[src/rtl/multicycle_control.sv]
// Moore sequencer for the multi-cycle MIPS datapath.
// It steps each instruction through its phases, stalls on mem_ready, and traps on illegal opcodes or memory timeouts.
//
// state  | meaning
// RESET  | post-reset idle cycle, all strobes low
// FETCH  | read instruction at PC, load IR and PC+4 on ready
// DECODE | register read, branch target precompute, opcode latch
// MEMADR | effective address for lw/sw
// MEMRD  | data read from ALUOut address
// MEMWB  | load result written from MDR
// MEMWR  | data write to ALUOut address
// EXEC   | R-type ALU operation
// ALUWB  | R-type result written to rd
// BRANCH | beq compare and conditional PC load
// ADDIEX | addi ALU operation
// ADDIWB | addi result written to rt
// JUMP   | PC load from jump target
// TRAP   | halted until reset
module multicycle_control #(
    parameter int unsigned MAX_WAIT = 15
) (
    input  logic       clk,
    input  logic       rst_n,
    input  logic [5:0] Op,
    input  logic       mem_ready,
    output logic       PCWrite,
    output logic       PCWriteCond,
    output logic       IorD,
    output logic       MemRead,
    output logic       MemWrite,
    output logic       IRWrite,
    output logic       MemtoReg,
    output logic       RegDst,
    output logic       RegWrite,
    output logic       ALUSrcA,
    output logic [1:0] ALUSrcB,
    output logic [1:0] ALUOp,
    output logic [1:0] PCSource,
    output logic       instr_done,
    output logic       trap,
    output logic       bus_error,
    output logic [3:0] state
);

    typedef enum logic [3:0] {
        S_RESET  = 4'd0,
        S_FETCH  = 4'd1,
        S_DECODE = 4'd2,
        S_MEMADR = 4'd3,
        S_MEMRD  = 4'd4,
        S_MEMWB  = 4'd5,
        S_MEMWR  = 4'd6,
        S_EXEC   = 4'd7,
        S_ALUWB  = 4'd8,
        S_BRANCH = 4'd9,
        S_ADDIEX = 4'd10,
        S_ADDIWB = 4'd11,
        S_JUMP   = 4'd12,
        S_TRAP   = 4'd13
    } state_t;

    localparam logic [5:0] OP_RTYPE = 6'b000000;
    localparam logic [5:0] OP_J     = 6'b000010;
    localparam logic [5:0] OP_BEQ   = 6'b000100;
    localparam logic [5:0] OP_ADDI  = 6'b001000;
    localparam logic [5:0] OP_LW    = 6'b100011;
    localparam logic [5:0] OP_SW    = 6'b101011;

    state_t     r_state;
    state_t     w_next;
    logic [7:0] r_wait_cnt;
    logic [5:0] r_op;
    logic       r_bus_error;
    logic       w_wait_state;
    logic       w_timeout;

    assign w_wait_state = (r_state == S_FETCH) || (r_state == S_MEMRD) || (r_state == S_MEMWR);
    // A ready in the final tolerated cycle still completes the access normally.
    assign w_timeout    = w_wait_state && !mem_ready && (r_wait_cnt == 8'(MAX_WAIT));

    always_ff @(posedge clk or negedge rst_n) begin
        if (!rst_n) begin
            r_state     <= S_RESET;
            r_wait_cnt  <= 8'd0;
            r_op        <= 6'd0;
            r_bus_error <= 1'b0;
        end else begin
            r_state <= w_next;
            if (w_next != r_state)
                r_wait_cnt <= 8'd0;
            else if (w_wait_state && !mem_ready)
                r_wait_cnt <= r_wait_cnt + 8'd1;
            if (r_state == S_DECODE)
                r_op <= Op;
            if (w_timeout)
                r_bus_error <= 1'b1;
        end
    end

    always_comb begin
        w_next = r_state;
        case (r_state)
            S_RESET:  w_next = S_FETCH;
            S_FETCH:  if (w_timeout) w_next = S_TRAP;
                      else if (mem_ready) w_next = S_DECODE;
            S_DECODE: begin
                case (Op)
                    OP_LW, OP_SW: w_next = S_MEMADR;
                    OP_RTYPE:     w_next = S_EXEC;
                    OP_BEQ:       w_next = S_BRANCH;
                    OP_ADDI:      w_next = S_ADDIEX;
                    OP_J:         w_next = S_JUMP;
                    default:      w_next = S_TRAP;
                endcase
            end
            S_MEMADR: w_next = (r_op == OP_LW) ? S_MEMRD : S_MEMWR;
            S_MEMRD:  if (w_timeout) w_next = S_TRAP;
                      else if (mem_ready) w_next = S_MEMWB;
            S_MEMWR:  if (w_timeout) w_next = S_TRAP;
                      else if (mem_ready) w_next = S_FETCH;
            S_EXEC:   w_next = S_ALUWB;
            S_ADDIEX: w_next = S_ADDIWB;
            S_MEMWB, S_ALUWB, S_BRANCH, S_ADDIWB, S_JUMP: w_next = S_FETCH;
            S_TRAP:   w_next = S_TRAP;
            default:  w_next = S_TRAP;
        endcase
    end

    always_comb begin
        PCWrite     = 1'b0;
        PCWriteCond = 1'b0;
        IorD        = 1'b0;
        MemRead     = 1'b0;
        MemWrite    = 1'b0;
        IRWrite     = 1'b0;
        MemtoReg    = 1'b0;
        RegDst      = 1'b0;
        RegWrite    = 1'b0;
        ALUSrcA     = 1'b0;
        ALUSrcB     = 2'b00;
        ALUOp       = 2'b00;
        PCSource    = 2'b00;
        instr_done  = 1'b0;
        case (r_state)
            S_FETCH: begin
                MemRead = 1'b1;
                ALUSrcB = 2'b01;
                IRWrite = mem_ready;
                PCWrite = mem_ready;
            end
            S_DECODE: ALUSrcB = 2'b11;
            S_MEMADR: begin
                ALUSrcA = 1'b1;
                ALUSrcB = 2'b10;
            end
            S_MEMRD: begin
                MemRead = 1'b1;
                IorD    = 1'b1;
            end
            S_MEMWB: begin
                MemtoReg   = 1'b1;
                RegWrite   = 1'b1;
                instr_done = 1'b1;
            end
            S_MEMWR: begin
                MemWrite   = 1'b1;
                IorD       = 1'b1;
                instr_done = mem_ready;
            end
            S_EXEC: begin
                ALUSrcA = 1'b1;
                ALUOp   = 2'b10;
            end
            S_ALUWB: begin
                RegDst     = 1'b1;
                RegWrite   = 1'b1;
                instr_done = 1'b1;
            end
            S_BRANCH: begin
                ALUSrcA     = 1'b1;
                ALUOp       = 2'b01;
                PCWriteCond = 1'b1;
                PCSource    = 2'b01;
                instr_done  = 1'b1;
            end
            S_ADDIEX: begin
                ALUSrcA = 1'b1;
                ALUSrcB = 2'b10;
            end
            S_ADDIWB: begin
                RegWrite   = 1'b1;
                instr_done = 1'b1;
            end
            S_JUMP: begin
                PCWrite    = 1'b1;
                PCSource   = 2'b10;
                instr_done = 1'b1;
            end
            default: ;
        endcase
    end

    assign trap      = (r_state == S_TRAP);
    assign bus_error = r_bus_error;
    assign state     = r_state;

endmodule

[config.mk]
export PLATFORM = sky130hd
export DESIGN_NAME = multicycle_control
export DESIGN_NICKNAME = d
export VERILOG_FILES = /design/src/rtl/multicycle_control.sv
export SDC_FILE = /design/constraint.sdc
export NUM_CORES = 1
export LEC_CHECK = 0
export BUFFER_PORTS_ARGS = -buffer_cell sky130_fd_sc_hd__buf_2
export CORE_MARGIN = 4
export CORE_UTILIZATION = 48
export DETAILED_ROUTE_END_ITERATION = 8
export PLACE_DENSITY = 0.83
export SYNTH_ARGS = -nofsm -noshare
export SYNTH_HDL_FRONTEND = slang
export SYNTH_SLANG_ARGS = --single-unit
[constraint.sdc]
create_clock -name clk -period 1.8 [get_ports clk]
set_input_delay 0 -clock clk [delete_from_list [all_inputs] [get_ports clk]]
set_output_delay 0 -clock clk [all_outputs]
set_load 0.02 [all_outputs]
==> qor.yml <==
die:
  io_pins: 32
  fp.coreArea_um2: 2734
  rows: 19
  floorplan.die_area_um2: 3740
  initial_utilization: 0.4961
  vertical_die_dimension_um: 61.16
  chipWidth_um: 61.16
power_and_ir_drop:
  largest_vdd_supply_drop_mv: 1.151
  p_per_area_nw_per_um2: 1499
  cellLeakagePower_nw: 0.8515
drt:
  detail_route.vias_per_cell: 6.090
  via_count_of_the_routed_design: 1492
  avgRoutedWirePerCell_um: 17.65
  drc_errors: 0
  detailedRoute.firstPassIterationCount: 4
  totalWireLength_mm: 4.325
  first_iter_violations: 109
  drtAntennaViolNets: 0
sta:
  timing_hold_violations_final: 0
  timing_max_transition_violations_final: 0
  tightest_slew_ns: 0.5155
  worst_slack_setup_final_ns: -0.1765
  timing.fmax_ghz: 0.5059
  setup_viol_count_final: 10
  final_period_minus_worst_setup_slack_ns: 1.976
  rsz0062_at_grt: "true"
  timing.clock.skew_ns: 0.005792
  fin_setup_tns_ns: -1.364
  timing.max_slew.rel_slack: 0.6518
  fin_crit_sh: 1.098
global_routing:
  global_route_wire_length_before_repair_mm: 6.023
  grt_antenna_before_repair: 0
  grt_pass1_vias: 1352
  global_route_track_usage_on_met3: 0.03774
  grt_remaining_overflow: 0
  grt_max_degree: 20
  global_route.usage.total: 0.2149
  grt_busiest_layer: "met2"
  met1_usage: 0.2721
  global_route.usage.met2: 0.3535
synth:
  sequential_to_total_area_share_from_yosys_stat: 0.3506
  synth_enable_flop_cells: 0
  synth_nets: 158
  yosys_register_bits: 19
  yosysWarningCount: 0
  synth_cells: 148
  syn-mean-instance-area_um2: 9.164
  synth-main-ff-cell: "sky130_fd_sc_hd__dfrtp_1"
  postSynth.asyncResetShare: 1.000
  synth.cell_area_um2: 1356
  synth.distinct_cells: 49
layout:
  num-nets-final: 225
  final_area_um2: 1931
  flow.area_growth_from_synthesis_pct: 42.34
  drive_gt1_frac: 0.4766
  instances_no_fill: 245
  fillCellCount: 183
  antenna-diode-count: 0
worst_hold_path:
  timing.hold.worst.class: "input pin to flip-flop"
  hp-start: "Op[4]"
flow_run:
  max_cap_violations: 0
critical_path:
  timing.critical_path.from_type: "flip-flop"
  timing.critical_path.required_ns: 1.98
  criticalPathCategory: "flip-flop to flip-flop"
  worst_ep_arrival_time_ns: 2.15
  worst_setup_path_startpoint: "r_op[3]"
  critical_path.endpoint_type: "flip-flop"
  crit_path_max_fanout: 8
  critical_path.reg2reg.startpoint: "r_op[3]"
  critical_path.cell_chain: "nor4b_1, a311o_1, o211ai_1, a211oi_4, buf_6, nor4_1"
  critPathSlowestCell: "sky130_fd_sc_hd__nor4b_1"
  crit_path_max_incr_delay_ns: 0.50
clocking:
  clock_path_buffers: 2
  cts_htree_levels: 1
  cts-buffers-inserted: 3
  clock_insertion_delay_worst_skew_ns: 0.30
  cts_tree: "done"
  path_clk_slew_ns: 0.12
  cts_root_buffer: "sky130_fd_sc_hd__clkbuf_4"
  cts_sinks: 19
placement:
  portBuffers: 31
  pre_cts_ws_ns: -0.1812
  dp.final_hpwl_mm: 2.695
  place_congestion: 0.9310
  dp_cells: 226
  postPlaceCellArea_um2: 1679
outcome:
  failing_checks: "setup timing"
  run_status: "finished with violations"
path summary, 6_finish.rpt:
kind	to	depth (start not counted)	slack, ns
min in group asynchronous	r_op[5]	2	0.14
setup / recovery	r_wait_cnt[3]	6	-0.18
hold reg to reg	bus_error	1	0.50
max in group asynchronous	state[0]	2	1.33
hold / removal	r_op[4]	2	0.03
setup reg to reg	r_wait_cnt[3]	6	-0.18
power breakdown:
group	switching [W]	total [W]	internal (W)	leakage, nW
clock	0.000142	0.000227	0.0000847	0.0139
combinational	0.00117	0.00201	0.000835	0.593
sequential	0.000115	0.000660	0.000545	0.244
total	0.00143	0.00289	0.00147	0.852
layer usage:
metal	part of all wire	vias to the layer above
met5	0	-
met4	0.031	0
met1	0.42	721
met2	0.48	78
met3	0.069	16
li1	-	677
flip-flops by register name, summed over array words and instances (netlist names):
| signal | cells |
|---|---|
| bus_error | 1 |
| r_wait_cnt | 8 |
| state | 4 |
| r_op | 6 |
layout make-up:
type                       count  area [um^2]  area share
multi-input combinational    117        903.4      0.4679
sequential                    19        479.2      0.2482
timing repair buffer          69        460.4      0.2385
tap                           31        38.79     0.02009
clock buffer                   3        22.52     0.01167
inverter                       5        18.77    0.009721
clock inverter                 1        7.507    0.003889
cell usage in the layout, fill, tap and decap left out, types with 3 or more instances in the layout:
master and count:
sky130_fd_sc_hd__buf_4 31, sky130_fd_sc_hd__buf_2 30, sky130_fd_sc_hd__nor2_1 16, sky130_fd_sc_hd__dfrtp_1 16
sky130_fd_sc_hd__nand2_1 12, sky130_fd_sc_hd__nor3_1 9, sky130_fd_sc_hd__xnor2_1 6, sky130_fd_sc_hd__mux2_2 6
sky130_fd_sc_hd__inv_1 5, sky130_fd_sc_hd__dlygate4sd3_1 5, sky130_fd_sc_hd__nand3_1 4, sky130_fd_sc_hd__nor4_2 4
sky130_fd_sc_hd__nor2_2 3, sky130_fd_sc_hd__nor2b_1 3, sky130_fd_sc_hd__a21oi_1 3, sky130_fd_sc_hd__o22ai_1 3
sky130_fd_sc_hd__xor2_1 3, sky130_fd_sc_hd__nor4_1 3, sky130_fd_sc_hd__clkbuf_4 3, sky130_fd_sc_hd__dfrtp_2 3
cells by family (layout without fill, tap and decap cells):
| family | Yosys count | after routing | synth area share |
|---|---|---|---|
| adders and majority gates | 1 | 1 | 0.009224 |
| and+or+nand+nor | 72 | 72 | 0.2989 |
| xor gates and xnor gates | 9 | 9 | 0.05812 |
| AOI/OAI and AO/OA | 27 | 27 | 0.1633 |
| buffers and inverters | 12 | 78 | 0.05166 |
| muxes | 8 | 8 | 0.06826 |
| DFF | 19 | 19 | 0.3506 |
what timing repair did:
action	in CTS	in global routing
setup endpoints to repair	13	17
gates cloned	0	0
setup buffers	3	7
pin swaps	2	2
gates resized for setup	13	8
hold buffers	5	0
endpoints found under the hold margin	23	0
worst max-delay path, delay by kind of cell (launching register included):
kind,cells,cell delay [ns]
flops,1,0.40
simple gates,2,0.56
compound gates,3,0.70
buf+inv,1,0.18
cell usage after synthesis (2+ instances only):
library cell,count,share of area
sky130_fd_sc_hd__o21bai_1,2,0.011
sky130_fd_sc_hd__nor2_1,19,0.053
sky130_fd_sc_hd__inv_1,5,0.014
sky130_fd_sc_hd__nand2_1,12,0.033
sky130_fd_sc_hd__buf_2,2,0.0074
sky130_fd_sc_hd__a211oi_1,2,0.011
sky130_fd_sc_hd__mux2_2,6,0.050
sky130_fd_sc_hd__nand3_1,4,0.015
sky130_fd_sc_hd__xor2_1,3,0.019
sky130_fd_sc_hd__o21ai_0,3,0.011
sky130_fd_sc_hd__a21oi_1,3,0.011
sky130_fd_sc_hd__buf_4,4,0.022
sky130_fd_sc_hd__or2_2,2,0.0092
sky130_fd_sc_hd__xnor2_1,6,0.039
sky130_fd_sc_hd__dfrtp_1,19,0.35
sky130_fd_sc_hd__o22ai_1,3,0.014
sky130_fd_sc_hd__nand2b_1,2,0.0092
sky130_fd_sc_hd__nor2b_1,3,0.014
sky130_fd_sc_hd__nor3_1,10,0.037
sky130_fd_sc_hd__o211ai_1,2,0.011
sky130_fd_sc_hd__nor4_1,8,0.037
through the flow:
stage	util	hold slack, ns	power (W)
finish	0.7062	0.03152	0.002895
detailed placement	0.6142	-0.03722	0.002265
global placement	0.6142	-0.05318	0.002209
CTS	0.6810	0.01725	0.002692
global route	0.7062	0.03562	0.003044
floorplan	-	-0.2956	0.001760
(Power assumes the default switching activity.)
